--- src/rtl/cache_assoc.sv ---
// -----------------------------------------------------------------------------
// cache_assoc
// 2-way set-associative, write-back, write-allocate data cache. Each set has
// one LRU bit. The processor side uses 32-bit word addresses. The memory side
// moves 128-bit blocks. A hit completes in the same cycle with no wait state.
// A miss may write back a dirty victim, then fetches the missing block.
//
// Ports
//   clk          clock; all state changes on the rising edge
//   proc_reset   asynchronous active-high reset
//   proc_read    load request
//   proc_write   store request; wins over proc_read when both are high
//   proc_addr    word address {tag, index, offset[1:0]}
//   proc_wdata   store data
//   proc_stall   1 while the current access has not completed
//   proc_rdata   load data from the hit way; valid when proc_stall is 0
//   mem_read     block fetch request
//   mem_write    block write-back request
//   mem_addr     block address for mem_read / mem_write
//   mem_rdata    fetched block; word0 is in bits [31:0]
//   mem_wdata    write-back block; zero outside write-back
//   mem_ready    memory completion pulse; registered before use
//   hit_cnt      saturating count of completed hit accesses
//   miss_cnt     saturating count of detected misses
// -----------------------------------------------------------------------------
module cache_assoc #(
   parameter int ADDR_WIDTH = 30,
   parameter int SET_BITS   = 2,
   parameter int CNT_WIDTH  = 32
) (
   input  logic                  clk,
   input  logic                  proc_reset,
   input  logic                  proc_read,
   input  logic                  proc_write,
   input  logic [ADDR_WIDTH-1:0] proc_addr,
   input  logic [31:0]           proc_wdata,
   output logic                  proc_stall,
   output logic [31:0]           proc_rdata,
   output logic                  mem_read,
   output logic                  mem_write,
   output logic [ADDR_WIDTH-3:0] mem_addr,
   input  logic [127:0]          mem_rdata,
   output logic [127:0]          mem_wdata,
   input  logic                  mem_ready,
   output logic [CNT_WIDTH-1:0]  hit_cnt,
   output logic [CNT_WIDTH-1:0]  miss_cnt
);

   localparam int SET_NUM = 1 << SET_BITS;
   localparam int TAG_W   = ADDR_WIDTH - 2 - SET_BITS;

   localparam logic [1:0] ST_IDLE  = 2'd0;
   localparam logic [1:0] ST_WB    = 2'd1;
   localparam logic [1:0] ST_FETCH = 2'd2;

   localparam logic [CNT_WIDTH-1:0] CNT_MAX = {CNT_WIDTH{1'b1}};
   localparam logic [CNT_WIDTH-1:0] CNT_ONE = {{(CNT_WIDTH-1){1'b0}}, 1'b1};

   // Read one 32-bit word out of a block.
   function automatic logic [31:0] get_word(input logic [127:0] line, input logic [1:0] off);
      logic [31:0] w;
      case (off)
         2'd0:    w = line[31:0];
         2'd1:    w = line[63:32];
         2'd2:    w = line[95:64];
         2'd3:    w = line[127:96];
         default: w = line[31:0];
      endcase
      return w;
   endfunction

   // Return a block with one 32-bit word replaced.
   function automatic logic [127:0] put_word(input logic [127:0] line, input logic [1:0] off,
                                             input logic [31:0] w);
      logic [127:0] l;
      l = line;
      case (off)
         2'd0:    l[31:0]   = w;
         2'd1:    l[63:32]  = w;
         2'd2:    l[95:64]  = w;
         2'd3:    l[127:96] = w;
         default: l[31:0]   = w;
      endcase
      return l;
   endfunction

   // Storage: per set, two ways of {valid, dirty, tag, data}, plus the LRU way index.
   logic [1:0]       valid_r [SET_NUM];
   logic [1:0]       dirty_r [SET_NUM];
   logic [TAG_W-1:0] tag_r   [SET_NUM][2];
   logic [127:0]     data_r  [SET_NUM][2];
   logic [SET_NUM-1:0] lru_r;

   logic [1:0]           state_r;
   logic [1:0]           state_nxt_s;
   logic                 victim_r;
   logic                 mem_ready_r;
   logic [CNT_WIDTH-1:0] hit_cnt_r;
   logic [CNT_WIDTH-1:0] miss_cnt_r;

   logic [SET_BITS-1:0] idx_s;
   logic [TAG_W-1:0]    tag_s;
   logic [1:0]          off_s;
   logic                req_s;
   logic                hit0_s;
   logic                hit1_s;
   logic                hit_s;
   logic                hit_way_s;
   logic                victim_s;
   logic                victim_dirty_s;
   logic                hit_evt_s;
   logic                miss_evt_s;
   logic                fill_s;
   logic [127:0]        fill_data_s;

   assign idx_s = proc_addr[SET_BITS+1:2];
   assign tag_s = proc_addr[ADDR_WIDTH-1:SET_BITS+2];
   assign off_s = proc_addr[1:0];
   assign req_s = proc_read | proc_write;

   assign hit0_s    = valid_r[idx_s][0] && (tag_r[idx_s][0] == tag_s);
   assign hit1_s    = valid_r[idx_s][1] && (tag_r[idx_s][1] == tag_s);
   assign hit_s     = hit0_s | hit1_s;
   assign hit_way_s = hit1_s;

   assign hit_evt_s  = (state_r == ST_IDLE) && req_s && hit_s;
   assign miss_evt_s = (state_r == ST_IDLE) && req_s && !hit_s;
   assign fill_s     = (state_r == ST_FETCH) && mem_ready_r;

   // Victim selection: fill an empty way first (way0 before way1), else evict the LRU way.
   always_comb begin
      victim_s = 1'b0;
      if (!valid_r[idx_s][0]) begin
         victim_s = 1'b0;
      end else if (!valid_r[idx_s][1]) begin
         victim_s = 1'b1;
      end else begin
         victim_s = lru_r[idx_s];
      end
   end

   assign victim_dirty_s = valid_r[idx_s][victim_s] & dirty_r[idx_s][victim_s];

   // A store miss allocates the fetched block with the store word already merged in.
   always_comb begin
      fill_data_s = mem_rdata;
      if (proc_write) begin
         fill_data_s = put_word(mem_rdata, off_s, proc_wdata);
      end else begin
         fill_data_s = mem_rdata;
      end
   end

   // Next-state logic for the miss-handling sequencer.
   always_comb begin
      state_nxt_s = state_r;
      case (state_r)
         ST_IDLE: begin
            if (miss_evt_s) begin
               state_nxt_s = victim_dirty_s ? ST_WB : ST_FETCH;
            end else begin
               state_nxt_s = ST_IDLE;
            end
         end
         ST_WB: begin
            if (mem_ready_r) begin
               state_nxt_s = ST_FETCH;
            end else begin
               state_nxt_s = ST_WB;
            end
         end
         ST_FETCH: begin
            if (mem_ready_r) begin
               state_nxt_s = ST_IDLE;
            end else begin
               state_nxt_s = ST_FETCH;
            end
         end
         default: state_nxt_s = ST_IDLE;
      endcase
   end

   // Register the memory completion pulse; every completion transition uses this copy.
   always_ff @(posedge clk or posedge proc_reset) begin
      if (proc_reset) begin
         mem_ready_r <= 1'b0;
      end else begin
         mem_ready_r <= mem_ready;
      end
   end

   // Sequencer state, and the victim way latched when a miss is detected.
   always_ff @(posedge clk or posedge proc_reset) begin
      if (proc_reset) begin
         state_r  <= ST_IDLE;
         victim_r <= 1'b0;
      end else begin
         state_r <= state_nxt_s;
         if (miss_evt_s) begin
            victim_r <= victim_s;
         end
      end
   end

   // Line storage: store-hit merge, miss fill, and LRU update (indexed set only).
   always_ff @(posedge clk or posedge proc_reset) begin
      if (proc_reset) begin
         lru_r <= '0;
         for (int s = 0; s < SET_NUM; s++) begin
            valid_r[s] <= 2'b00;
            dirty_r[s] <= 2'b00;
            for (int w = 0; w < 2; w++) begin
               tag_r[s][w]  <= '0;
               data_r[s][w] <= 128'd0;
            end
         end
      end else begin
         if (hit_evt_s) begin
            lru_r[idx_s] <= ~hit_way_s;
            if (proc_write) begin
               data_r[idx_s][hit_way_s]  <= put_word(data_r[idx_s][hit_way_s], off_s, proc_wdata);
               dirty_r[idx_s][hit_way_s] <= 1'b1;
            end
         end else if (fill_s) begin
            valid_r[idx_s][victim_r] <= 1'b1;
            dirty_r[idx_s][victim_r] <= proc_write;
            tag_r[idx_s][victim_r]   <= tag_s;
            data_r[idx_s][victim_r]  <= fill_data_s;
            lru_r[idx_s]             <= ~victim_r;
         end
      end
   end

   // Saturating hit/miss counters.
   always_ff @(posedge clk or posedge proc_reset) begin
      if (proc_reset) begin
         hit_cnt_r  <= '0;
         miss_cnt_r <= '0;
      end else begin
         if (hit_evt_s && (hit_cnt_r != CNT_MAX)) begin
            hit_cnt_r <= hit_cnt_r + CNT_ONE;
         end
         if (miss_evt_s && (miss_cnt_r != CNT_MAX)) begin
            miss_cnt_r <= miss_cnt_r + CNT_ONE;
         end
      end
   end

   // Output decode. These are taken from the state register, so reset clears the memory strobes at once.
   always_comb begin
      mem_read   = (state_r == ST_FETCH);
      mem_write  = (state_r == ST_WB);
      mem_wdata  = 128'd0;
      mem_addr   = '0;
      proc_rdata = 32'd0;
      case (state_r)
         ST_WB: begin
            mem_wdata = data_r[idx_s][victim_r];
            mem_addr  = {tag_r[idx_s][victim_r], idx_s};
         end
         ST_FETCH: begin
            mem_addr = proc_addr[ADDR_WIDTH-1:2];
         end
         default: begin
            mem_addr = '0;
         end
      endcase
      if (hit_s) begin
         proc_rdata = get_word(data_r[idx_s][hit_way_s], off_s);
      end else begin
         proc_rdata = 32'd0;
      end
   end

   // The array is all-invalid during reset, so hit_s is 0 and the stall simply follows the request.
   assign proc_stall = req_s & ~((state_r == ST_IDLE) & hit_s);
   assign hit_cnt    = hit_cnt_r;
   assign miss_cnt   = miss_cnt_r;

endmodule

--- config.mk ---
export PLATFORM = sky130hd
export DESIGN_NAME = cache_assoc
export DESIGN_NICKNAME = d
export VERILOG_FILES = /design/src/rtl/cache_assoc.sv
export SDC_FILE = /design/constraint.sdc
export NUM_CORES = 2
export LEC_CHECK = 0
export ABC_AREA = 0
export ABC_CLOCK_PERIOD_IN_PS = 46500
export CAP_MARGIN = 25
export CORE_MARGIN = 8
export CORE_UTILIZATION = 30
export CTS_CLUSTER_DIAMETER = 30
export DETAILED_ROUTE_END_ITERATION = 10
export SLEW_MARGIN = 20
export SYNTH_ARGS = -nofsm -noshare
export SYNTH_HDL_FRONTEND = slang
export SYNTH_SLANG_ARGS = --single-unit
--- constraint.sdc ---
create_clock -name clk -period 46.5 [get_ports clk]
set_input_delay 4.65 -clock clk [delete_from_list [all_inputs] [get_ports clk]]
set_output_delay 4.65 -clock clk [all_outputs]
set_load 0.02 [all_outputs]
=== After elaboration in Yosys (flattened, before gate mapping) ===
Cells that the tools add are included.

* RAM bits: 0
* Logic and storage cells: 180
* Bits in latches: 0
* ROM bits: 0
* Flip-flop bits (word level): 1320
* Memories: 0
* Output and inout bits: 255

* Reduce and logical (&&, ||, !) cells: 20
* Multiplexer cells: 91
* Add/sub/neg operators: 2
* Divide/modulo/power cells: 0
* $mul: 0
* Shifts and indexed selects: 0
* Bitwise gates (word level): 14
* Equal/unequal tests: 10
* Order comparisons: 13

{| class="wikitable"
|+ Operators by type and width
! cell !! number
|-
| $mux W1024 || 3
|-
| $bwmux W1024 || 2
|-
| $mux W128 || 10
|-
| $demux W256 S2 || 2
|-
| $mux W256 || 4
|-
| $mux W32 || 17
|-
| $bmux W256 S2 || 1
|-
| $demux W128 S1 || 2
|-
| $bwmux W208 || 1
|-
| $mux W52 || 3
|-
| $pmux W32 S4 || 1
|-
| $bmux W52 S2 || 1
|-
| $demux W52 S2 || 1
|-
| $mux W26 || 4
|-
| $add A32 B1 Y32 const B || 2
|-
| $ne A32 B32 Y1 const B || 2
|-
| $pmux W28 S2 || 1
|-
| $eq A26 B26 Y1 || 2
|-
| $demux W26 S1 || 1
|-
| $mux W8 || 3
|-
| $mux W2 || 10
|-
| $or A8 B8 Y8 || 2
|-
| $logic_and A1 B1 Y1 || 14
|-
| $mux W1 || 10
|-
| other kinds (29) || 51
|}

=== Logic depth before layout (Yosys ltp) ===
* Depth in word-level cells: 16
* Depth in mapped cells: 16

=== Worst setup path after synthesis ===
OpenSTA, ideal clock, no wires.

* Path kind: in2out
* Start: input proc_addr[3]
* End: output proc_rdata[11]
* Required time: 41850 ps
* Arrival time: 7916 ps
* Slack: 33934 ps
* Buffers on the path: 6
* Stages: 15
* Cells stage by stage: buf_2 buf_4 buf_2 mux2i_1 nor3_1 a2111o_1 nor4b_2 o2111a_1 buf_4 buf_4 buf_2 mux2i_1 mux2i_1 inv_1 a221oi_1

* Cells in the longest elaborated chain, start to end: 12

{| class="wikitable"
|+ RTL lines
! element !! RTL line !! text
|-
| from (decl) || 35 || <nowiki>input logic [ADDR_WIDTH-1:0] proc_addr,</nowiki>
|-
| $not A2 Y3 (implied by the code) * || 121, 122, 269 ||
|-
| $bmux W52 S2 || 121, 122 ||
|-
| $mux W52 (implied by the code) (2 in series) || 121 || <nowiki>assign hit0_s = valid_r[idx_s][0] && (tag_r[idx_s][0] == tag_s);</nowiki>
|-
| $eq A26 B26 Y1 || 122 || <nowiki>assign hit1_s = valid_r[idx_s][1] && (tag_r[idx_s][1] == tag_s);</nowiki>
|-
| $logic_and A1 B1 Y1 || 122 ||
|-
| $not A1 Y2 (implied by the code) || 269 || <nowiki>proc_rdata = get_word(data_r[idx_s][hit_way_s], off_s);</nowiki>
|-
| $mux W128 (implied by the code) (3 in series) || 269 ||
|-
| $pmux W32 S4 || 62 || <nowiki>case (off)</nowiki>
|-
| $mux W32 * || 268 || <nowiki>if (hit_s) begin</nowiki>
|-
| to (decl) || 38 || <nowiki>output logic [31:0] proc_rdata,</nowiki>
|}

Every way passes the cells marked *; elsewhere a longest branch is shown, timed or not. The select of a mux whose other input is x is not followed.

=== Worst setup path after layout ===
* Start: input proc_addr[2]
* End: output proc_rdata[11]

Same word-level chain as after synthesis.

==> key figures <==
Setup path
  – R2R depth: 12
  – Startpoint types: input port
  – Critical path's most frequent cell: mux2i_1
  – Max incr delay on CP: 1.07 ns
  – Critical path required time: 41.85 ns
  – CP cell instances: buf_8 -> mux4_2 -> xnor2_1 -> nand4_1 -> nor4_1 -> o2111a_4 -> buf_4 -> mux2i_1 -> mux2i_1 -> inv_1 -> a221oi_1 -> clkdlybuf4s50_1
  – Slowest cell on crit path: a221oi_1
  – Crit path max fanout: 68
  – CP bufs+invs: 4
  – R2r setup slk: 39.33 ns
  – CP Class: input port to primary output
  – Crit-path leading delay family: buffers and inverters
  – CP arrival: 11.46 ns
  – Worst Setup End Kind: primary output
  – CP Depth: 12

Detailed routing
  – Avg Vias per Cell: 6.40
  – Via Count: 74700
  – DRT Pass-1 Iters: 10
  – Post-route ant nets: 0
  – DR WL met3: 48.2 mm
  – DR DRC count: 0
  – M1 WL: 133 mm
  – Max layer used: met5
  – WL final: 375 mm
  – Wire length on met2: 158 mm
  – Initial DRC count: 10500
  – Wire per inst: 32.1 um

Timing
  – Final Hold Vio Count: 0
  – Worst slew pin tran: 1.45 ns
  – Fmax: 0.0621 GHz
  – Slew Limit Fails: 0
  – Fin Setup TNS: 0 ns
  – Clk_skew: 0.121 ns
  – Fin crit period: 16.11 ns
  – Final Setup Violations: 0
  – Relative slew slack: 3.09%
  – Unrepaired setup endpoints after global routing: false
  – Fin crit share: 34.7%

Layout
  – Final #Nets: 8159
  – Layout area overhead: 23.9%
  – Design Area, Final: 96000 um2
  – Share of cells above drive strength 1: 17.4%

Run status
  – Status: finished, final reports clean

Synthesis
  – Synth cell types: 59
  – Ys flop type: dfrtp_1
  – Seq/Total Area, Yosys: 42.7%
  – Syn Nets: 8120
  – Post-synth EDFFs: 0
  – Ys Warns: 0
  – Post-synth top area cell: dfrtp_1
  – #FFs+latches synth: 1320
  – Mapped Area: 77400 um2
  – Syn avg cell area: 9.78 um2
  – Most frequent cell after synthesis: dfrtp_1
  – Cell count after synthesis: 7919
  – Synth top cells by count: 1320 x dfrtp_1, 1023 x a31oi_1, 775 x nor2_1, 671 x nand2_1, 593 x clkbuf_1
  – Area contributors post-synth: dfrtp_1 43%, mux4_2 8.9%, a31oi_1 8.3%, o2bb2ai_1 5.8%, mux2_2 5.2%
  – Post-synth ARST share: 100%
  – Top cell type's share of synthesized area: 42.7%

Hold path
  – Hold path cells: 1
  – Path type of the worst min-delay path: register to register

Clock tree
  – Maximum root-to-sink buffer count: 4
  – CTS sink cnt: 1320
  – H-tree depth: 5
  – Clock-pin slew on the worst setup and hold paths: 0.04 ns
  – Setup bufs post-CTS: 0
  – Root Driver: clkbuf_16
  – CTS buffer count: 324
  – TritonCTS clock tree: built
  – Clock Latency Late Sink: 0.99 ns
  – Hold bufs inserted after CTS: 0
  – Post_cts resized: 0

GRT
  – Vias in the first global route: 72900
  – Total gr overflow: 0
  – Largest net degree at the start of global routing: 277
  – First-pass GRT wire length: 533 mm
  – GRT Resource Usage Total: 26.1%
  – Initial antenna violation count: 64

Power
  – Pwr per Cell Area: 67.9 nW/um2
  – VDD IR max: 0.0000386 V
  – Lkg Pwr: 37.8 nW

Floorplanning
  – Die ar.: 275000 um2
  – Initial Util: 30.2%
  – Die Y: 524 um
  – Die width: 524 um
  – Top-Level Pins: 450
  – Core area: 257000 um2
  – Rows: 186

Placed design
  – IO Port Bufs: 449
  – Dpl cell area: 84200 um2
  – Post-detail-place hpwl: 222 mm
  – Gp weighted congestion: 0.934

Run
  – Max_cap viols: 0
-- report_power, final --
part	total [W]	internal [W]	switching, W
logic	0.00216	0.000879	0.00129
registers	0.00200	0.00169	0.000306
clock network	0.00235	0.00162	0.000733
-- stage by stage --
stage	worst slack, ns	util (%)	std cells	hold slack [ns]	power [W]
after CTS	30.76	37.2	11600	0.463	0.00644
after floorplan	4.64	-	7919	0.429	0.00331
after detailed placement	30.79	32.8	11000	0.448	0.00408
after global routing	30.51	37.3	11600	0.479	0.00674
after global placement	30.79	32.8	11000	0.447	0.00402
final	30.39	37.4	11700	0.458	0.00652
-- path summary, 6_finish.rpt --
| kind | end | startpoint |
|---|---|---|
| max | proc_rdata[11] | proc_addr[2] |
| min | valid_r[7]$_DFFE_PP0P_ | valid_r[7]$_DFFE_PP0P_ |
| max reg2reg | data_r[986]$_DFFE_PP0P_ | tag_r[21]$_DFFE_PP0P_ |
| min reg2reg | valid_r[7]$_DFFE_PP0P_ | valid_r[7]$_DFFE_PP0P_ |
| max in group asynchronous | data_r[283]$_DFFE_PP0P_ | proc_reset |
| min in group asynchronous | hit_cnt[1]$_DFFE_PP0P_ | proc_reset |
-- placed cells by master, fill, tap and decap left out, drive strengths merged, types with 7 or more instances in the layout --
cell type / count
nand3: 562
clkinv: 59
mux2: 358
xor2: 20
o2bb2ai: 511
or2: 7
clkinvlp: 27
diode: 80
nor2: 775
nand4: 45
nand2b: 106
dfrtp: 1320
clkbuf: 426
o21ai: 86
o31a: 33
inv: 64
a31oi: 1023
mux4: 306
mux2i: 277
bufinv: 45
nand2: 671
xnor2: 90
and2: 11
and3: 522
a22oi: 30
nor2b: 32
nor3: 28
or3: 42
a21oi: 26
a221oi: 32
clkdlybuf4s50: 443
buf: 167
-- state kept, by name, indices dropped and copies added (netlist names) --
register	count
data_r	1024
dirty_r	8
hit_cnt	32
lru_r	4
mem_ready_r	1
miss_cnt	32
state_r	2
tag_r	208
valid_r	8
victim_r	1
-- layer usage --
layer  up-vias  global-route usage, %
li1      29900                      -
met1     36900                   31.3
met2      6236                   37.9
met3      1713                   8.93
met4        34                   21.4
met5         -                      0
-- area by class of cell --
type,count,area (um2)
fill,24700,161000
multi-input combinational,5652,40900
sequential,1320,33000
clock buffer,426,9150
timing repair buffer,610,6160
tap,3384,4230
clock inverter,145,2070
inverter,50,200
antenna,80,200
-- cells by family after synthesis --
group | after synthesis | synth area share [%]
buffers and inverters | 947 | 4.93
AND/OR/NAND/NOR | 2822 | 17.2
adder cells (fa/ha/maj) | 6 | 0.0969
flip-flops | 1320 | 42.7
multiplexers | 941 | 17.7
AO/OA/AOI/OAI | 1773 | 16.2
XOR/XNOR | 110 | 1.24
No activity file was read; power rests on OpenSTA's default activity.
